`config.mk`:
```
export PLATFORM = sky130hd
export DESIGN_NAME = fmult_normalize_flat
export DESIGN_NICKNAME = d
export VERILOG_FILES = /design/src/rtl/fmult_pkg.sv /design/src/rtl/fmult_normalize_if.sv /design/src/rtl/fmult_round.sv /design/src/rtl/fmult_normalize.sv /design/src/flat_wrapper.sv
export SDC_FILE = /design/constraint.sdc
export NUM_CORES = 1
export LEC_CHECK = 0
export CORE_UTILIZATION = 45
export CTS_CLUSTER_SIZE = 20
export DETAILED_ROUTE_END_ITERATION = 7
export HOLD_SLACK_MARGIN = 0.12
export PLACE_DENSITY = 0.87
export SYNTH_ARGS = -nofsm -noshare
export SYNTH_HDL_FRONTEND = slang
export SYNTH_SLANG_ARGS = --single-unit
```
`constraint.sdc`:
```
create_clock -name clk -period 2 [get_ports clk]
set_clock_uncertainty 0.1 [all_clocks]
set_input_delay 0.4 -clock clk [delete_from_list [all_inputs] [get_ports clk]]
set_output_delay 0.4 -clock clk [all_outputs]
set_load 0.01 [all_outputs]
```
`src/rtl/fmult_pkg.sv`:
```
// Shared constants and payload types for the single-precision multiplier datapath.
// The field widths live here so the multiplier and normalize stages agree on one layout.
package fmult_pkg;

    localparam int EXP_W   = 8;
    localparam int FRAC_W  = 23;
    localparam int PW      = 2 * (FRAC_W + 1);
    localparam int EW      = EXP_W + 2;
    localparam int BIAS    = 127;
    localparam int EXP_MAX = 2 * BIAS + 1;

    localparam logic [31:0] QNAN    = 32'h7FC0_0000;
    localparam logic [30:0] INF_MAG = 31'h7F80_0000;

    // Normalized but unrounded product, carried between the two pipeline stages.
    typedef struct packed {
        logic                 sign;
        logic signed [EW-1:0] e;
        logic [FRAC_W-1:0]    frac;
        logic                 g;
        logic                 s;
        logic                 nan;
        logic                 inf;
        logic                 zero;
    } s1_t;

    typedef struct packed {
        logic [31:0] result;
        logic        overflow;
        logic        underflow;
        logic        inexact;
    } res_t;

endpackage

```
`src/rtl/fmult_normalize_if.sv`:
```
// Upstream product handshake and downstream packed-result handshake of the normalize stage.
// master drives products and accepts results; slave is the normalize stage itself.
interface fmult_normalize_if;
    import fmult_pkg::*;

    logic                 in_valid;
    logic                 in_ready;
    logic                 in_sign;
    logic signed [EW-1:0] in_exp_sum;
    logic [PW-1:0]        in_mant_prod;
    logic                 in_is_nan;
    logic                 in_is_inf;
    logic                 in_is_zero;

    logic                 out_valid;
    logic                 out_ready;
    logic [31:0]          out_result;
    logic                 out_overflow;
    logic                 out_underflow;
    logic                 out_inexact;

    modport master (
        output in_valid, in_sign, in_exp_sum, in_mant_prod, in_is_nan, in_is_inf, in_is_zero,
        input  in_ready,
        input  out_valid, out_result, out_overflow, out_underflow, out_inexact,
        output out_ready
    );

    modport slave (
        input  in_valid, in_sign, in_exp_sum, in_mant_prod, in_is_nan, in_is_inf, in_is_zero,
        output in_ready,
        output out_valid, out_result, out_overflow, out_underflow, out_inexact,
        input  out_ready
    );

endinterface

```
`src/rtl/fmult_round.sv`:
```
// Purpose: round, range-check and pack a normalized product into IEEE-754 single (FMULT_ROUND_NEAREST_EN = RNE, else truncate).
// Latency: combinational.
// Backpressure: none; the enclosing stage register holds the result.
module fmult_round
    import fmult_pkg::*;
(
    input  s1_t  din,
    output res_t dout
);

    localparam logic signed [EW-1:0] E_MAX = EW'(EXP_MAX);

    logic                 round_up;
    logic [FRAC_W:0]      sum;
    logic signed [EW-1:0] e_r;

`ifdef FMULT_ROUND_NEAREST_EN
    assign round_up = din.g & (din.s | din.frac[0]);
`else
    assign round_up = 1'b0;
`endif

    // A carry out of the fraction wraps it to zero and bumps the exponent.
    assign sum = {1'b0, din.frac} + {{FRAC_W{1'b0}}, round_up};
    assign e_r = din.e + {{(EW-1){1'b0}}, sum[FRAC_W]};

    always_comb begin
        dout = '0;
        if (din.nan) begin
            dout.result = QNAN;
        end else if (din.inf) begin
            dout.result = {din.sign, INF_MAG};
        end else if (din.zero) begin
            dout.result = {din.sign, 31'd0};
        end else if (e_r >= E_MAX) begin
            dout.result    = {din.sign, INF_MAG};
            dout.overflow  = 1'b1;
            dout.inexact   = 1'b1;
        end else if (e_r[EW-1] || (e_r == '0)) begin
            // Subnormals are not produced; anything below the normal range flushes to zero.
            dout.result    = {din.sign, 31'd0};
            dout.underflow = 1'b1;
            dout.inexact   = 1'b1;
        end else begin
            dout.result  = {din.sign, e_r[EXP_W-1:0], sum[FRAC_W-1:0]};
            dout.inexact = din.g | din.s;
        end
    end

endmodule

```
`src/rtl/fmult_normalize.sv`:
```
// Purpose: normalize a 48-bit significand product, then round/pack it (rounding mode via FMULT_ROUND_NEAREST_EN).
// Latency: 2 cycles from accept to out_valid, one result per cycle.
// Backpressure: each stage advances only when its successor is empty or draining; output held while stalled.
module fmult_normalize
    import fmult_pkg::*;
(
    input  logic             clk,
    input  logic             rst,
    fmult_normalize_if.slave io
);

    logic s1_valid;
    s1_t  s1_q;
    s1_t  s1_d;
    res_t res_d;
    logic s2_adv;

    assign s2_adv      = !io.out_valid | io.out_ready;
    assign io.in_ready = !s1_valid | s2_adv;

    // Product of two 1.x significands lies in [1,4): bit PW-1 picks the one-bit right shift.
    always_comb begin
        s1_d      = '0;
        s1_d.sign = io.in_sign;
        s1_d.nan  = io.in_is_nan;
        s1_d.inf  = io.in_is_inf;
        s1_d.zero = io.in_is_zero;
        if (io.in_mant_prod[PW-1]) begin
            s1_d.frac = io.in_mant_prod[PW-2 -: FRAC_W];
            s1_d.g    = io.in_mant_prod[PW-FRAC_W-2];
            s1_d.s    = |io.in_mant_prod[PW-FRAC_W-3:0];
            s1_d.e    = io.in_exp_sum + EW'(1);
        end else begin
            s1_d.frac = io.in_mant_prod[PW-3 -: FRAC_W];
            s1_d.g    = io.in_mant_prod[PW-FRAC_W-3];
            s1_d.s    = |io.in_mant_prod[PW-FRAC_W-4:0];
            s1_d.e    = io.in_exp_sum;
        end
    end

    fmult_round u_round (
        .din  (s1_q),
        .dout (res_d)
    );

    always_ff @(posedge clk) begin
        if (rst) begin
            s1_valid         <= 1'b0;
            s1_q             <= '0;
            io.out_valid     <= 1'b0;
            io.out_result    <= '0;
            io.out_overflow  <= 1'b0;
            io.out_underflow <= 1'b0;
            io.out_inexact   <= 1'b0;
        end else begin
            if (io.in_ready) begin
                s1_valid <= io.in_valid;
                if (io.in_valid) begin
                    s1_q <= s1_d;
                end
            end
            if (s2_adv) begin
                io.out_valid <= s1_valid;
                if (s1_valid) begin
                    io.out_result    <= res_d.result;
                    io.out_overflow  <= res_d.overflow;
                    io.out_underflow <= res_d.underflow;
                    io.out_inexact   <= res_d.inexact;
                end
            end
        end
    end

endmodule
```
`src/flat_wrapper.sv`:
```
// flat-port wrapper written by rule: the top's interface ports become plain ports
module fmult_normalize_flat import fmult_pkg::*;
  (clk, rst, io_in_valid, io_in_sign, io_in_exp_sum, io_in_mant_prod, io_in_is_nan, io_in_is_inf, io_in_is_zero, io_in_ready, io_out_valid, io_out_result, io_out_overflow, io_out_underflow, io_out_inexact, io_out_ready);
  fmult_normalize_if io_i ();
  input  logic clk;
  input  logic rst;
  input wire logic [$bits(io_i.in_valid)-1:0] io_in_valid;
  input wire logic [$bits(io_i.in_sign)-1:0] io_in_sign;
  input wire logic [$bits(io_i.in_exp_sum)-1:0] io_in_exp_sum;
  input wire logic [$bits(io_i.in_mant_prod)-1:0] io_in_mant_prod;
  input wire logic [$bits(io_i.in_is_nan)-1:0] io_in_is_nan;
  input wire logic [$bits(io_i.in_is_inf)-1:0] io_in_is_inf;
  input wire logic [$bits(io_i.in_is_zero)-1:0] io_in_is_zero;
  output wire logic [$bits(io_i.in_ready)-1:0] io_in_ready;
  output wire logic [$bits(io_i.out_valid)-1:0] io_out_valid;
  output wire logic [$bits(io_i.out_result)-1:0] io_out_result;
  output wire logic [$bits(io_i.out_overflow)-1:0] io_out_overflow;
  output wire logic [$bits(io_i.out_underflow)-1:0] io_out_underflow;
  output wire logic [$bits(io_i.out_inexact)-1:0] io_out_inexact;
  input wire logic [$bits(io_i.out_ready)-1:0] io_out_ready;
  assign io_i.in_valid = io_in_valid;
  assign io_i.in_sign = io_in_sign;
  assign io_i.in_exp_sum = io_in_exp_sum;
  assign io_i.in_mant_prod = io_in_mant_prod;
  assign io_i.in_is_nan = io_in_is_nan;
  assign io_i.in_is_inf = io_in_is_inf;
  assign io_i.in_is_zero = io_in_is_zero;
  assign io_in_ready = io_i.in_ready;
  assign io_out_valid = io_i.out_valid;
  assign io_out_result = io_i.out_result;
  assign io_out_overflow = io_i.out_overflow;
  assign io_out_underflow = io_i.out_underflow;
  assign io_out_inexact = io_i.out_inexact;
  assign io_i.out_ready = io_out_ready;
  fmult_normalize u_core (.clk(clk), .rst(rst), .io(io_i));
endmodule
```
; ---- After elaboration in Yosys (flattened, before gate mapping)
; Index checks and enable logic that the tools add are counted.
[classes]
add_sub_neg = 1
n_mul = 0
n_div = 0
order_cmp = 1
n_eq_ne = 0
shifts = 0
n_mux = 14
bitwise = 3
n_reduce_logical = 8
[op_table]
columns = cell, count
row1 = two-way mux 31 bit, 4
row2 = two-way mux 35 bit, 1
row3 = two-way mux 32 bit, 1
row4 = OR reduction 23 bit, 1
row5 = OR reduction 22 bit, 1
row6 = adder 10 x 2 -> 10 bit (second input constant), 1
row7 = greater-or-equal comparator 10 x 9 -> 1 bit (second input constant), 1
row8 = zero test 10 bit, 1
row9 = two-way mux 3 bit, 3
row10 = two-way mux 1 bit, 5
row11 = AND reduction 2 bit, 2
row12 = bitwise OR 1 bit, 3
row13 = zero test 1 bit, 2
row14 = logical OR 1 bit, 1
[totals]
ff_bits = 76
latch_bits = 0
ram_bits = 0
rom_bits = 0
input_bits = 66
output_inout_bits = 37
word_cells = 41
mem_count = 0

; ---- Logic depth before layout (Yosys ltp)
[logic_depth]
word_depth = 7
ltp_mapped = 5
ltp_nobuf = 5

; ---- Cells and area by module
; From an unflattened synthesis, not the netlist that was laid out.
[hier_totals]
cells_unflattened = 444
area_unflattened_um2 = 3722.3
[modules_own_cells]
columns = module, instances, cells_each, area_per_inst_um2, seq_area_each_um2
row1 = fmult_normalize, 1, 359, 3160.5, 1521.5
row2 = fmult_round, 1, 85, 561.8, 0.0

; ---- Worst setup path before layout
; OpenSTA, ideal clock, no wires.
[synth_path]
path_type = reg-to-reg
from = register u_core.s1_q[31] (netlist bit)
to = register u_core.io.out_result[0]
setup_ns = 0.117
arrival_ns = 1.635
required_time_ns = 1.783
slack_ns = 0.148
stages_incl_launch_ff = 6
n_path_buf = 1
synth_period_minus_slack_ns = 1.852
path_cell_list = dfxtp_1 -> or4_4 -> o41ai_4 -> nor4_2 -> buf_6 -> a22o_1
[synth_via]
elab_chain_len = 7
elab_cells_between_ends = 8
cone_classes = order compare (1) / mux (5) / reduce/logical (2)
[synth_rtl]
columns = item, line_no
row1 = "start, declared", fmult_normalize.sv:13  ; s1_t s1_q;
row2 = "start signal, assigned", fmult_normalize.sv:49  ; s1_q <= '0;
row3 = "start signal, assigned", fmult_normalize.sv:59  ; s1_q <= s1_d;
row4 = "parallel branches: the longest is 3 deep, another holds greater-or-equal comparator 10 x 9 -> 1 bit", n/a
row5 = two-way mux 31 bit *, fmult_round.sv:35  ; end else if (e_r >= E_MAX) begin
row6 = two-way mux 31 bit *, fmult_round.sv:33  ; end else if (din.zero) begin
row7 = two-way mux 31 bit *, fmult_round.sv:31  ; end else if (din.inf) begin
row8 = two-way mux 32 bit *, fmult_round.sv:29  ; if (din.nan) begin
row9 = "end signal, assigned", fmult_normalize.sv:65  ; io.out_result <= res_d.result;
row10 = "end, declared", fmult_normalize_if.sv:32  ; output out_valid, out_result, out_overflow, out_underflow, out_inexact,
; Mark *: on every way between the ends.
; A chain may end at the register's enable or synchronous reset.

; ---- Worst setup path after layout
[layout_path]
from = register u_core.s1_q[34] (netlist bit)
to = register u_core.io.out_inexact
[layout_via]
elab_chain_len = 7
elab_cells_between_ends = 8
cone_classes = order compare (1) / mux (5) / reduce/logical (2)
[layout_rtl]
columns = item, line_no
row1 = "parallel branches: the longest is 3 deep, another holds greater-or-equal comparator 10 x 9 -> 1 bit", n/a
row2 = two-way mux 1 bit *, fmult_round.sv:35
row3 = two-way mux 3 bit *, fmult_round.sv:33
row4 = two-way mux 3 bit *, fmult_round.sv:31
row5 = two-way mux 3 bit *, fmult_round.sv:29
row6 = "end signal, assigned", fmult_normalize.sv:68  ; io.out_inexact <= res_d.inexact;
row7 = "end, declared", fmult_normalize_if.sv:32
; Marks and branches as above.

==> impl_results.html <==
<table>
<tr><th>Metric</th><th>Value</th></tr>
<tr><th colspan="2">Critical path</th></tr>
<tr><td>Path type of the worst setup path</td><td>reg -&gt; reg</td></tr>
<tr><td>Highest-delay cell along the critical path</td><td>sky130_fd_sc_hd__or4_4</td></tr>
<tr><td>Startpoint of the most critical setup path</td><td>u_core.s1_q[34]</td></tr>
<tr><td>R2r endpoint</td><td>u_core.io.out_inexact</td></tr>
<tr><td>Arrival time of data at the critical path endpoint</td><td>just over 2 ns</td></tr>
<tr><td>Critical Path End Type</td><td>flop</td></tr>
<tr><td>Worst path cell trace</td><td>or4_4 -&gt; o41ai_4 -&gt; buf_4 -&gt; a2111oi_0 -&gt; a211oi_1</td></tr>
<tr><td>Delay of the slowest cell on the worst path</td><td>0.53 ns</td></tr>
<tr><td>Required time of the worst setup path</td><td>approximately 2.2 ns</td></tr>
<tr><td>WP depth</td><td>5</td></tr>
<tr><td>Worst setup path end</td><td>u_core.io.out_inexact</td></tr>
<tr><td>Kind of launch point of the worst setup path</td><td>flop</td></tr>
<tr><td>Cells on worst reg2reg path</td><td>5</td></tr>
<tr><td>Top fanout value on the critical path</td><td>4</td></tr>
<tr><td>Worst reg2reg path startpoint</td><td>u_core.s1_q[34]</td></tr>
<tr><td>Worst reg-to-reg setup slack</td><td>0.11 ns</td></tr>
<tr><td>WP buf/inv</td><td>1</td></tr>
<tr><td>Kind of cell adding the most delay to the critical path</td><td>compound AO/OA/AOI/OAI gates</td></tr>
<tr><th colspan="2">Clock tree</th></tr>
<tr><td>Clock transition at the registers of the reported paths</td><td>roughly 0.09 ns</td></tr>
<tr><td>Clock Sink Count</td><td>76</td></tr>
<tr><td>Clock insertion delay at the later pin of the skew report</td><td>between 0.3 and 0.4 ns</td></tr>
<tr><td>CTS H-tree lvls</td><td>3</td></tr>
<tr><td>Clock tree from TritonCTS</td><td>done</td></tr>
<tr><td>Hold buffers post-CTS</td><td>0</td></tr>
<tr><td>Post-CTS Setup Repair Bufs</td><td>0</td></tr>
<tr><td>Number of CTS-inserted buffers</td><td>9</td></tr>
<tr><td>Cell at the root of the clock tree</td><td>sky130_fd_sc_hd__clkbuf_8</td></tr>
<tr><td>Number of buffers between clock root and the deepest sink</td><td>2</td></tr>
<tr><th colspan="2">Timing</th></tr>
<tr><td>RSZ-0062 raised after global routing</td><td>false</td></tr>
<tr><td>Total of endpoints with negative setup slack in the final report</td><td>0</td></tr>
<tr><td>Period utilisation layout</td><td>between 90% and 100%</td></tr>
<tr><td>Achievable Freq</td><td>~0.53 GHz</td></tr>
<tr><td>Period minus WS final</td><td>1.89 ns</td></tr>
<tr><td>Count of pins over their slew limit</td><td>0</td></tr>
<tr><td>Normalized max-slew margin</td><td>62.6%</td></tr>
<tr><td>Worst-Margin Slew</td><td>0.560 ns</td></tr>
<tr><td>Final-report hold violation count</td><td>0</td></tr>
<tr><th colspan="2">Power and ir drop</th></tr>
<tr><td>Power per Cell Area</td><td>roughly 800 nW/um^2</td></tr>
<tr><td>Worst VDD drop</td><td>0.397 mV</td></tr>
<tr><td>Total internal power</td><td>approximately 2.8 mW</td></tr>
<tr><td>Clock Power Share</td><td>39.6%</td></tr>
<tr><td>Overall power after layout</td><td>between 3 and 4 mW</td></tr>
<tr><td>Part of the power in registers</td><td>about 46%</td></tr>
<tr><td>Leakage power</td><td>1.74 nW</td></tr>
<tr><td>NetSw</td><td>roughly 0.88 mW</td></tr>
<tr><td>Share of total power consumed by net switching</td><td>approximately 24%</td></tr>
<tr><td>Share of total power in combinational logic</td><td>between 10 and 15%</td></tr>
<tr><th colspan="2">Global routing</th></tr>
<tr><td>Global routing usage on met3</td><td>about 4.2%</td></tr>
<tr><td>GR met1 Demand/Resource</td><td>between 20% and 30%</td></tr>
<tr><td>Total global-route track usage</td><td>a little under a quarter</td></tr>
<tr><td>Number of global-route vias before repair</td><td>between 2000 and 3000</td></tr>
<tr><td>Total congestion overflow after global routing</td><td>0</td></tr>
<tr><td>Global route hottest layer</td><td>met2</td></tr>
<tr><td>GR Util met2</td><td>40.7%</td></tr>
<tr><td>Number of antenna violations at the first check in global routing</td><td>0</td></tr>
<tr><td>Wire length of the first global-routing pass</td><td>~13000 um</td></tr>
<tr><td>Pin count of the biggest net entering global routing</td><td>42</td></tr>
<tr><th colspan="2">Finish</th></tr>
<tr><td>Area growth from synthesis to layout</td><td>47.0%</td></tr>
<tr><td>Number of fillers in the final layout</td><td>500</td></tr>
<tr><td>Fraction of layout cells with a size suffix above 1</td><td>about a tenth</td></tr>
<tr><td>Final Non-Filler Cells</td><td>514</td></tr>
<tr><td># diodes</td><td>0</td></tr>
<tr><td>Sequential cell area</td><td>about 1500 sq um</td></tr>
<tr><td>Multi-input gate area in the final layout</td><td>around 1500 sq um</td></tr>
<tr><td>Most common library cell in the layout ignoring fill and taps</td><td>sky130_fd_sc_hd__clkdlybuf4s50_1</td></tr>
<tr><td>Final nets</td><td>roughly 500</td></tr>
<tr><td>Top library cells by usage in the layout, fill and taps aside</td><td>sky130_fd_sc_hd__clkdlybuf4s50_1, sky130_fd_sc_hd__dfxtp_1, sky130_fd_sc_hd__nor2_1</td></tr>
<tr><th colspan="2">Die</th></tr>
<tr><td>DIE AREA</td><td>approximately 7300 sq um</td></tr>
<tr><td>Initial cell density of the core</td><td>47.9%</td></tr>
<tr><td>Core Rows</td><td>29</td></tr>
<tr><td>Area inside the core boundary</td><td>about 6500 sq um</td></tr>
<tr><td>Die outline width</td><td>about 85 um</td></tr>
<tr><td>Die H</td><td>~85 um</td></tr>
<tr><td>Boundary pin count</td><td>103</td></tr>
<tr><th colspan="2">Outcome</th></tr>
<tr><td>Result of the run</td><td>finished clean</td></tr>
<tr><th colspan="2">Routing</th></tr>
<tr><td>DRC violation count after routing</td><td>0</td></tr>
<tr><td>Pre-antenna DRT Iters</td><td>4</td></tr>
<tr><td>Average routed wire per standard cell</td><td>about 16 um</td></tr>
<tr><td>DR iter-0 viols</td><td>roughly 100</td></tr>
<tr><td>Vias</td><td>between 2000 and 3000</td></tr>
<tr><td>Drt total wl</td><td>between 8000 and 9000 um</td></tr>
<tr><td>Vias per inst</td><td>5.55</td></tr>
<tr><td>Antenna Nets Post-Route</td><td>0</td></tr>
<tr><th colspan="2">Synthesis</th></tr>
<tr><td>Number of standard cells after synthesis</td><td>between 300 and 400</td></tr>
<tr><td>Area of the mapped netlist</td><td>between 3000 and 4000 sq um</td></tr>
<tr><td>Share of synthesized registers carrying an async set or reset</td><td>0%</td></tr>
<tr><td>Syn Nets</td><td>389</td></tr>
<tr><td>Post-Synthesis Mean Instance Area</td><td>roughly 9.7 sq um</td></tr>
<tr><td>Post-synth cell types</td><td>37</td></tr>
<tr><td>EDFF count, synth</td><td>0</td></tr>
<tr><td>Flop and latch count out of synthesis</td><td>between 70 and 80</td></tr>
<tr><td>Warnings from Yosys</td><td>0</td></tr>
<tr><td>Share of synthesized area occupied by flip-flops and latches</td><td>48.9%</td></tr>
<tr><td>Most frequently used flop master after synthesis</td><td>sky130_fd_sc_hd__dfxtp_1</td></tr>
<tr><th colspan="2">Placed design</th></tr>
<tr><td>Post-DP HPWL</td><td>~5900 um</td></tr>
<tr><td>PortBufs</td><td>102</td></tr>
<tr><td>Number of cells after detailed placement</td><td>498</td></tr>
<tr><td>Routability cong.</td><td>about 0.76</td></tr>
<tr><th colspan="2">Min path</th></tr>
<tr><td>Path type of the worst min-delay path</td><td>reg -&gt; reg</td></tr>
<tr><th colspan="2">Run</th></tr>
<tr><td>Total of max-cap violations</td><td>0</td></tr>
</table>
[Yosys cell counts, types with 2 or more instances]
cell	instances	area, sq um
sky130_fd_sc_hd__o21ai_0	8	40.0
sky130_fd_sc_hd__nor4_1	5	31.3
sky130_fd_sc_hd__xnor2_1	5	43.8
sky130_fd_sc_hd__a211oi_1	44	330
sky130_fd_sc_hd__dfxtp_1	76	1520
sky130_fd_sc_hd__nor3_1	3	15.0
sky130_fd_sc_hd__nand2b_1	2	12.5
sky130_fd_sc_hd__mux2i_1	26	260
sky130_fd_sc_hd__a22o_2	2	20.0
sky130_fd_sc_hd__buf_2	3	15.0
sky130_fd_sc_hd__nand2_1	18	67.6
sky130_fd_sc_hd__nand4_1	8	50.1
sky130_fd_sc_hd__a22o_1	20	175
sky130_fd_sc_hd__nand3b_1	2	15.0
sky130_fd_sc_hd__buf_6	2	22.5
sky130_fd_sc_hd__xor2_1	4	35.0
sky130_fd_sc_hd__inv_1	2	7.51
sky130_fd_sc_hd__a21oi_1	8	40.0
sky130_fd_sc_hd__clkbuf_1	16	60.1
sky130_fd_sc_hd__nor2_1	51	191
[metal layers]
| metal | part of all wire [%] | up-vias |
|---|---|---|
| li1 | - | 1417 |
| met1 | 45 | 1347 |
| met2 | 49 | 79 |
| met3 | 4.3 | 12 |
| met4 | 1.3 | 0 |
| met5 | 0 | - |
[final cells by class]
cell class              count  share of cell area (%)
clock buffers              11                    3.09
clock inverters             5                    2.35
inverters                   2                   0.164
multi-input cells         222                    33.0
flip-flops and latches     76                    33.3
well taps                  77                    2.11
repair buffers            121                    26.0
[worst min-delay path by stage]
| stage | start | endpoint | slack (ns) | cells past startpoint |
|---|---|---|---|---|
| 5_1_grt | u_core.s1_q[23] | u_core.io.out_result[18] | 0.37 | 1 |
| 4_1_cts | u_core.s1_q[38] | u_core.s1_q[38] | 0.36 | 2 |
| 6_report | u_core.s1_q[23] | u_core.io.out_result[18] | 0.36 | 1 |
| 3_5_place_dp | u_core.s1_q[26] | u_core.io.out_result[21] | 0.35 | 1 |
| 2_1_floorplan | u_core.s1_q[38] | u_core.s1_q[38] | 0.34 | 2 |
| 3_3_place_gp | u_core.s1_q[38] | u_core.s1_q[38] | 0.35 | 2 |
[logic make-up after synthesis]
| logic type | count (synthesis) | synth area share (%) |
|---|---|---|
| and+or+nand+nor | 98 | 14.6 |
| xor gates and xnor gates | 9 | 2.53 |
| muxes | 26 | 8.36 |
| DFF | 76 | 48.9 |
| adders and majority gates | 1 | 0.402 |
| buffers and inverters | 24 | 3.50 |
| AOI/OAI and AO/OA | 88 | 21.7 |
[through the flow]
step           worst slack, ns  hold slack, ns  util [%]  TNS (ns)  cell area, sq um
6_report                 0.107           0.363      70.4         0              4570
5_1_grt                 0.0548           0.374      70.4         0              4570
4_1_cts                 0.0262           0.363      70.4         0              4570
3_5_place_dp            -0.375           0.352      66.5     -8.11              4320
3_3_place_gp            -0.298           0.347      66.5     -6.52              4320
2_1_floorplan            0.148           0.337         -         0              3110
[power groups by stage]
stage / Sequential, mW / Clock (mW) / Combinational (mW)
6_report: 1.66 / 1.44 / 0.543
5_1_grt: 1.67 / 1.51 / 0.591
4_1_cts: 1.66 / 1.44 / 0.543
3_5_place_dp: 1.69 / 0 / 0.537
3_3_place_gp: 1.69 / 0 / 0.517
2_1_floorplan: 1.69 / 0 / 0.244
[timing repair]
| action | CTS | global route |
|---|---|---|
| endpoints found under the setup margin | 7 | 1 |
| hold endpoints to repair | 0 | 0 |
| pin swaps | 0 | 1 |
| gates resized for setup | 2 | 0 |
[state kept, by name, summed over array words and instances, names as in the netlist]
name                     count
u_core.s1_q                 39
u_core.io.out_result        32
u_core.io.out_inexact        1
u_core.io.out_overflow       1
u_core.io.out_underflow      1
u_core.io.out_valid          1
u_core.s1_valid              1
Power figures use the tool's default switching activity.
